## config.mk

```make
export PLATFORM = sky130hd
export DESIGN_NAME = board_key_event
export DESIGN_NICKNAME = d
export VERILOG_FILES = /design/src/rtl/board_key_event.sv
export SDC_FILE = /design/constraint.sdc
export NUM_CORES = 1
export LEC_CHECK = 0
export CAP_MARGIN = 20
export CORE_MARGIN = 10
export CORE_UTILIZATION = 63
export CTS_CLUSTER_DIAMETER = 120
export DETAILED_ROUTE_END_ITERATION = 6
export GPL_ROUTABILITY_DRIVEN = 0
export PLACE_DENSITY = 0.87
export SLEW_MARGIN = 20
export SYNTH_ARGS = -nofsm -noshare
export SYNTH_HDL_FRONTEND = slang
export SYNTH_SLANG_ARGS = --single-unit
```

## constraint.sdc

```tcl
create_clock -name clk -period 4.85 [get_ports clk]
set_clock_uncertainty 0.15 [all_clocks]
set_input_delay 0.7275 -clock clk [delete_from_list [all_inputs] [get_ports clk]]
set_output_delay 0.7275 -clock clk [all_outputs]
set_load 0.02 [all_outputs]
```

## src/rtl/board_key_event.sv

```systemverilog
// Board key event unit: per-key debounce on a shared sample tick, press/release
// edge capture, and a small event FIFO popped by the CPU.
module board_key_event #(
   parameter int DATA_WIDTH      = 8,
   parameter int KEY_WIDTH       = 6,
   parameter int DEBOUNCE_CYCLES = 50000,
   parameter int FIFO_DEPTH_BITS = 3
) (
   input  logic                         clk,
   input  logic                         reset,
   input  logic [KEY_WIDTH-1:0]         key_in,
   input  logic                         read_req,
   input  logic                         clear_overflow,
   output logic signed [DATA_WIDTH-1:0] data,
   output logic                         event_valid,
   output logic                         overflow,
   output logic [KEY_WIDTH-1:0]         level
);

   localparam int IDX_W = (KEY_WIDTH > 1) ? $clog2(KEY_WIDTH) : 1;
   localparam int PRE_W = (DEBOUNCE_CYCLES > 1) ? $clog2(DEBOUNCE_CYCLES) : 1;
   localparam int DEPTH = 1 << FIFO_DEPTH_BITS;
   localparam int CNT_W = FIFO_DEPTH_BITS + 1;

   logic [PRE_W-1:0]     prescale;
   logic                 tick;
   logic [KEY_WIDTH-1:0] hist0, hist1;
   logic [KEY_WIDTH-1:0] agree, change, rise, fall;
   logic [KEY_WIDTH-1:0] press_pend, rel_pend;
   logic [KEY_WIDTH-1:0] press_clr, rel_clr;

   logic                 push, push_rel;
   logic [IDX_W-1:0]     push_idx;
   logic [DATA_WIDTH-1:0] ev_code;

   logic [DATA_WIDTH-1:0]      mem [DEPTH];
   logic [FIFO_DEPTH_BITS-1:0] wr_ptr, rd_ptr;
   logic [CNT_W-1:0]           count;
   logic                       empty, full, pop, wr_en, drop;

   assign tick = (prescale == PRE_W'(DEBOUNCE_CYCLES - 1));

   // A key flips only when the new sample and both history samples agree.
   assign agree  = ~(key_in ^ hist0) & ~(key_in ^ hist1);
   assign change = agree & (key_in ^ level);
   assign rise   = change & key_in;
   assign fall   = change & ~key_in;

   // NOTE: every output of a combinational block gets a default first, so no path leaves it unassigned and no latch is inferred.
   always_comb begin
      push     = 1'b0;
      push_rel = 1'b0;
      push_idx = '0;
      // Scan from the top down so the lowest index wins; presses overwrite releases.
      for (int i = KEY_WIDTH - 1; i >= 0; i--) begin
         if (rel_pend[i]) begin
            push     = 1'b1;
            push_rel = 1'b1;
            push_idx = IDX_W'(i);
         end
      end
      for (int i = KEY_WIDTH - 1; i >= 0; i--) begin
         if (press_pend[i]) begin
            push     = 1'b1;
            push_rel = 1'b0;
            push_idx = IDX_W'(i);
         end
      end
   end

   assign press_clr = (push && !push_rel) ? (KEY_WIDTH'(1) << push_idx) : '0;
   assign rel_clr   = (push &&  push_rel) ? (KEY_WIDTH'(1) << push_idx) : '0;

   always_comb begin
      ev_code                 = '0;
      ev_code[DATA_WIDTH-1]   = push_rel;
      ev_code[IDX_W-1:0]      = push_idx;
   end

   assign empty = (count == '0);
   assign full  = (count == CNT_W'(DEPTH));
   assign pop   = read_req && !empty;
   // A full FIFO still accepts a push when the head leaves in the same cycle.
   assign wr_en = push && (!full || pop);
   assign drop  = push && full && !pop;

   // NOTE: sequential state is updated only with non-blocking assignments so every register sees pre-edge values.
   always_ff @(posedge clk) begin
      if (reset) begin
         prescale    <= '0;
         hist0       <= '0;
         hist1       <= '0;
         level       <= '0;
         press_pend  <= '0;
         rel_pend    <= '0;
         wr_ptr      <= '0;
         rd_ptr      <= '0;
         count       <= '0;
         data        <= '0;
         event_valid <= 1'b0;
         overflow    <= 1'b0;
      end else begin
         prescale <= tick ? '0 : prescale + 1'b1;

         if (tick) begin
            hist0 <= key_in;
            hist1 <= hist0;
            level <= level ^ change;
         end

         press_pend <= (press_pend & ~press_clr) | (tick ? rise : '0);
         rel_pend   <= (rel_pend   & ~rel_clr)   | (tick ? fall : '0);

         if (wr_en) wr_ptr <= wr_ptr + 1'b1;
         if (pop)   rd_ptr <= rd_ptr + 1'b1;
         case ({wr_en, pop})
            2'b10:   count <= count + 1'b1;
            2'b01:   count <= count - 1'b1;
            default: count <= count;
         endcase

         // Head is presented one cycle after the FIFO state it reflects.
         event_valid <= !empty;
         data        <= empty ? '0 : $signed(mem[rd_ptr]);

         if (drop)                overflow <= 1'b1;
         else if (clear_overflow) overflow <= 1'b0;
      end
   end

   // NOTE: the storage array carries no reset; the pointers and count alone define which entries are valid.
   always_ff @(posedge clk) begin
      if (wr_en) mem[wr_ptr] <= ev_code;
   end

endmodule

```

==> results of run 1 <==
[logic make-up (layout without fill, tap and decap cells)]
logic type                 Yosys count  after routing
and+or+nand+nor                    167            167
xor gates and xnor gates            21             21
adders and majority gates            4              4
DFF                                 94             94
muxes                               16             16
other                                1              4
AOI/OAI and AO/OA                   55             55
buffers and inverters               32             46
[area by class of cell]
| class | instances | share of cell area [%] |
|---|---|---|
| inverters | 8 | 0.6672 |
| repair buffers | 22 | 4.837 |
| multi-input cells | 267 | 38.56 |
| clock buffers | 9 | 2.752 |
| well taps | 77 | 2.141 |
| flip-flops and latches | 94 | 48.93 |
| clock inverters | 7 | 2.113 |
[cells in the mapped netlist, types with 7 or more instances]
| cell type | n | area, um2 |
|---|---|---|
| nor2_1 | 50 | 187.7 |
| nor4_1 | 13 | 81.33 |
| nand3_1 | 11 | 55.05 |
| inv_1 | 8 | 30.03 |
| clkbuf_1 | 11 | 41.29 |
| nor4b_1 | 8 | 70.07 |
| xnor2_1 | 12 | 105.1 |
| xor2_1 | 9 | 78.83 |
| mux4_2 | 8 | 180.2 |
| dfxtp_1 | 62 | 1241 |
| mux2i_1 | 7 | 70.07 |
| a21oi_1 | 28 | 140.1 |
| edfxtp_1 | 32 | 960.9 |
| nand4_1 | 8 | 50.05 |
| nand2_1 | 41 | 153.9 |
| buf_4 | 7 | 52.55 |
[metal layers]
metal / GRT usage, % / up-vias / routed length, um
met5: 0 / - / 0
met3: 3.704 / 19 / 354
met1: 18.78 / 1389 / 3386
met2: 25.22 / 66 / 3727
li1: - / 1419 / -
met4: 7.609 / 0 / 178
[sequential cells by signal, indices dropped and copies added, names as in the netlist, 4 cells and up, named ones only]
signal and count:
count 4, data 4, hist0 6, hist1 6, mem 32, prescale 16, press_pend 6, rel_pend 6
[stage by stage]
step | total power, mW | setup slack [ps]
floorplan | 0.9780 | 2401
global placement | 1.010 | 1950
detailed placement | 1.015 | 1880
CTS | 1.572 | 2043
global route | 1.624 | 1804
finish | 1.562 | 2031
[worst max-delay path, stage by stage, from the launching register on]
cell and delay (ps):
dfxtp_1 360, nor4_2 360, nand4_1 490, nor2_1 270, xor2_1 100, ha_1 200
or4_1 530, a21o_1 210, a21oi_2 120
[cell usage in the layout (no fill, tap or decap), types with 2 or more instances in the layout]
cell type	count
clkdlybuf4s50_1	21
inv_6	2
xnor2_1	12
edfxtp_1	32
mux4_2	8
o21ai_0	6
nor4bb_1	2
and3_1	5
nor4b_1	8
nand4b_1	2
nor3b_1	2
a211oi_1	2
nor2_1	50
a31oi_1	4
xor2_1	9
o21a_1	2
bufinv_16	2
o31ai_1	2
nor3_1	6
nand2_1	41
mux2i_1	7
nand4_1	8
nand3_1	11
a311oi_1	2
a21oi_1	28
conb_1	4
dfxtp_1	62
clkbuf_8	9
ha_1	4
and4_1	2
nor4_1	13
inv_1	8
nor2b_1	4
nand2b_1	3
[worst max-delay path by stage]
stage               endpoint  slack (ps)  cells after the start
floorplan           count[2]        2400                      8
global placement    count[2]        1950                      8
detailed placement  count[2]        1880                      8
CTS                 count[2]        2040                      8
global route        count[2]        1800                      8
finish              count[2]        2030                      8
[power breakdown]
part           internal, mW  switching, mW  leakage [nW]
combinational        0.0751         0.0657         0.589
sequential            0.826         0.0283         0.833
clock                 0.292          0.275         0.108
total                  1.19          0.369          1.53
==> results.md, run 1 <==
* Core area at 6314 um2
* CP startpoint kind: flip-flop
* Worst R2R Setup Slack at 2030 ps
* Crit. Startpoint: rel_pend[2]
* Area of the multi-input gates at 1735 um2
* CTS tree: built
* GRT Total Usage at 15.49%
* Flop and latch count out of synthesis at 94
* Synth async-reset ratio at 0%
* RSZ-0062 raised after global routing: false
* Number of nets in the layout at 416
* Fin. max-slew vios at 0
* Worst hold path type: flip-flop to flip-flop
* Least-Margin Pin Slew at 974.0 ps
* First-pass GRT wire length at 12790 um
* WL final at 7646 um
* Max FO, Critical Path at 11
* Sink Count at 94
* DP HPWL at 5245 um
* Final hold vios at 0
* Antenna Cells at 0
* Syn_area_per_cell at 10.46 um2
* Register area share after synthesis at 53.97%
* Post-layout min period at 2819 ps
* Final worst-path cycle share at 58.13%
* CTS max path bufs at 2
* Clock Tree Root: clkbuf_8
* FF+latch area at 2202 um2
* Antenna viol nets, final at 0
* Synth Area in Compound Gates at 8.280%
* Initial drt markers at 89
* Max-cap violations at 0
* Primary FF master, synth: dfxtp_1
* H-Tree Depth at 3
* Initial antenna violation count at 0
* Avg WL per Cell at 15.80 um
* Worst hold slack at 297.7 ps
* I/O Buffers at 21
* Placed Cells at 468
* Cell Area, Synth at 4080 um2
* Critical Path Sink Type: flip-flop
* Hold path endpoint: prescale[0]
* Clk slew on worst S/H paths at 90 ps
* Remaining Overflow, GRT at 0
* Largest net degree at the start of global routing at 43
* Reg2Reg Depth at 8
* Share of cells above drive strength 1 at 8.600%
* Setup Viol. Count Final at 0
* Initial core utilization at 64.63%
* Post-layout util at 71.28%
* Total number of vias at 2893
* # resized after CTS at 0
* Die height at 100.5 um
* Vias in the first global route at 2802
* Hold buffers post-CTS at 0
* Cell Count, Final, Fillers Out at 484
* DR pass1 iterations at 4
* Die width at 100.5 um
* EDFF count, synth at 32
* Max Fclk at 354.7 MHz
* Post-route design area at 4501 um2
* Worst EP required at 5000 ps
* Max VDD drop at 0.0002897 V
* Number of CTS-inserted buffers at 9
* HP Start: prescale[0]
* WHS Path Cells at 1
* Worst slew margin at 35.07%
* Syn. warnings at 0
* Worst EP arrival at 2970 ps
* Pleak at 1.530 nW
* Xor/xnor cell area share of the yosys netlist at 4.508%
* Die ar. at 10100 um2
* Worst-Skew Late Latency at 360 ps
* Via/cell ratio at 5.977
* Setup CP Type: flip-flop to flip-flop
* RR Endpoint: count[2]
* PD cells at 347.0 nW/um2
* Post-synthesis mux area share at 6.470%
* Setup TNS at 0 ps
* Syn Inst Count at 390
* Netlist cell types at 53
* Run status: complete, no violations
* Placed cell areas at 4282 um2
* Filler Cells Inserted at 472
* I/O pins at 26
* Standard-cell rows at 29
* Combinational family with the most area after synthesis: simple AND/OR/NAND/NOR gates
* DRC Markers at 0
* Post-CTS setup buffers at 0
* Area Overhead vs Synth at 10.30%
* Post-Synth Adder-Cell Area at 1.227%
* Post-synthesis simple-gate area fraction at 21.68%
* Worst r2r src: rel_pend[2]
Note: power is estimated with default switching activity, not from simulation.
==> run 2, diff against run 1 <==
--- a/config.mk
+++ b/config.mk
@@ -7,11 +7,11 @@
 export LEC_CHECK = 0
 export CAP_MARGIN = 20
 export CORE_MARGIN = 10
-export CORE_UTILIZATION = 63
+export CORE_UTILIZATION = 58
 export CTS_CLUSTER_DIAMETER = 120
 export DETAILED_ROUTE_END_ITERATION = 6
 export GPL_ROUTABILITY_DRIVEN = 0
-export PLACE_DENSITY = 0.87
+export PLACE_DENSITY = 0.81
 export SLEW_MARGIN = 20
 export SYNTH_ARGS = -nofsm -noshare
 export SYNTH_HDL_FRONTEND = slang
==> constraint.sdc (replaced) <==
create_clock -name clk -period 2.6 [get_ports clk]
set_clock_uncertainty 0.15 [all_clocks]
set_input_delay 0.39 -clock clk [delete_from_list [all_inputs] [get_ports clk]]
set_output_delay 0.39 -clock clk [all_outputs]
set_load 0.02 [all_outputs]
==> results.md, run 2 (same netlist as run 1, synthesis figures left out) <==
* Hold buffers post-CTS at 0
* Max reg flops at 32
* DRC Markers at 0
* GRT Total Usage at 14.73%
* Initial drt markers at 150
* Antenna Cells at 0
* Number of nets in the layout at 429
* Die ar. at 10790 um2
* Setup CP Type: flip-flop to flip-flop
* DR pass1 iterations at 4
* Sink Count at 94
* Pleak at 1.603 nW
* Worst EP arrival at 2590 ps
* Least-Margin Pin Slew at 919.0 ps
* Initial antenna violation count at 0
* Max VDD drop at 0.0003770 V
* DP HPWL at 5520 um
* Post-CTS setup buffers at 0
* RSZ-0062 raised after global routing: false
* PD cells at 602.6 nW/um2
* Worst hold path type: flip-flop to flip-flop
* Max FO, Critical Path at 6
* Setup TNS at 0 ps
* Area Overhead vs Synth at 13.34%
* Run status: complete, no violations
* Standard-cell rows at 30
* CTS max path bufs at 2
* Cell Count, Final, Fillers Out at 516
* Die width at 103.9 um
* Setup Viol. Count Final at 0
* Final worst-path cycle share at 93.87%
* Antenna viol nets, final at 0
* Total number of vias at 2897
* Post-layout util at 67.69%
* Post-route design area at 4624 um2
* Final hold vios at 0
* Via/cell ratio at 5.614
* First-pass GRT wire length at 13420 um
* Post-layout min period at 2441 ps
* Core area at 6832 um2
* Most frequent cells in the layout: 62 x dfxtp_1, 50 x nor2_1, 41 x nand2_1, 32 x edfxtp_1, 28 x a21oi_1
* Fin. max-slew vios at 0
* Worst R2R Setup Slack at 160 ps
* Final setup margin at 159.3 ps
* Regs by FF count: mem (32), prescale (16)
* Remaining Overflow, GRT at 0
* Avg WL per Cell at 15.07 um
* Die height at 103.9 um
* Clk slew on worst S/H paths at 90 ps
* Number of CTS-inserted buffers at 9
* Dpl ws at 20.82 ps
* CTS tree: built
* CP startpoint kind: flip-flop
* Initial core utilization at 59.73%
* Vias in the first global route at 2855
* Worst-Skew Late Latency at 360 ps
* # resized after CTS at 0
* Commonest non-fill, non-tap cell in the layout: dfxtp_1
* Top reg by flops: mem
* Max Fclk at 409.7 MHz
* Worst EP required at 2750 ps
* H-Tree Depth at 3
* WL final at 7774 um
* Worst slew margin at 38.17%
* Share of cells above drive strength 1 at 11.43%
* Critical Path Sink Type: flip-flop
* Placed Cells at 500
* I/O Buffers at 21
* Clock Tree Root: clkbuf_8
* Largest net degree at the start of global routing at 42
* I/O pins at 26
* Placed cell areas at 4428 um2
* Max-cap violations at 0
[run 2: cell count changes in the layout (fill, tap and decap cells not counted), sizes merged]
cell | previous run | this run
buf | 1 | 14
clkbuf | 9 | 14
bufinv | 2 | 0
clkinv | 2 | 1
clkinvlp | 1 | 0
inv | 10 | 9
[run 2: worst max-delay path, cell delays in order, from the launching register on]
cell,delay (ps)
dfxtp_1,370
or3_4,430
o21ai_2,140
nor2_1,80
xor2_1,150
ha_1,190
or4_1,520
a21o_1,210
a21oi_2,120
[run 2: path summary, 6_finish.rpt]
path | from | to | depth (start not counted)
max | count[0] | count[2] | 8
min | prescale[0] | prescale[0] | 1
max reg2reg | count[0] | count[2] | 8
min reg2reg | prescale[0] | prescale[0] | 1
[run 2: cell type report]
type | count | area, um2
sequential | 94 | 2202
tap | 96 | 120.1
clock inverter | 2 | 13.76
inverter | 8 | 30.03
fill | 536 | 2207
timing repair buffer | 35 | 340.3
multi-input combinational | 267 | 1744
clock buffer | 14 | 173.9
[run 2: routing by layer]
layer / wire length [um] / global-route usage [%] / vias to the layer above / part of all wire [%]
met3: 299 / 4.151 / 12 / 3.8
met2: 3963 / 25.54 / 46 / 51
met1: 3423 / 17.19 / 1392 / 44
met5: 0 / 0 / - / 0
met4: 87 / 4.473 / 0 / 1.1
li1: - / - / 1447 / -
[run 2: per-stage QoR]
step	hold slack [ps]	power, mW
floorplan	263.2	1.824
global placement	274.7	1.897
detailed placement	293.8	1.915
CTS	308.0	2.817
global route	343.0	2.912
finish	305.6	2.787
[run 2: power breakdown]
group          leakage, nW  switching (mW)  total [mW]  internal (mW)
Sequential           0.833          0.0532        1.59           1.54
Clock                0.100           0.477       0.910          0.433
Combinational        0.670           0.134       0.283          0.149
Total                 1.60           0.664        2.79           2.12
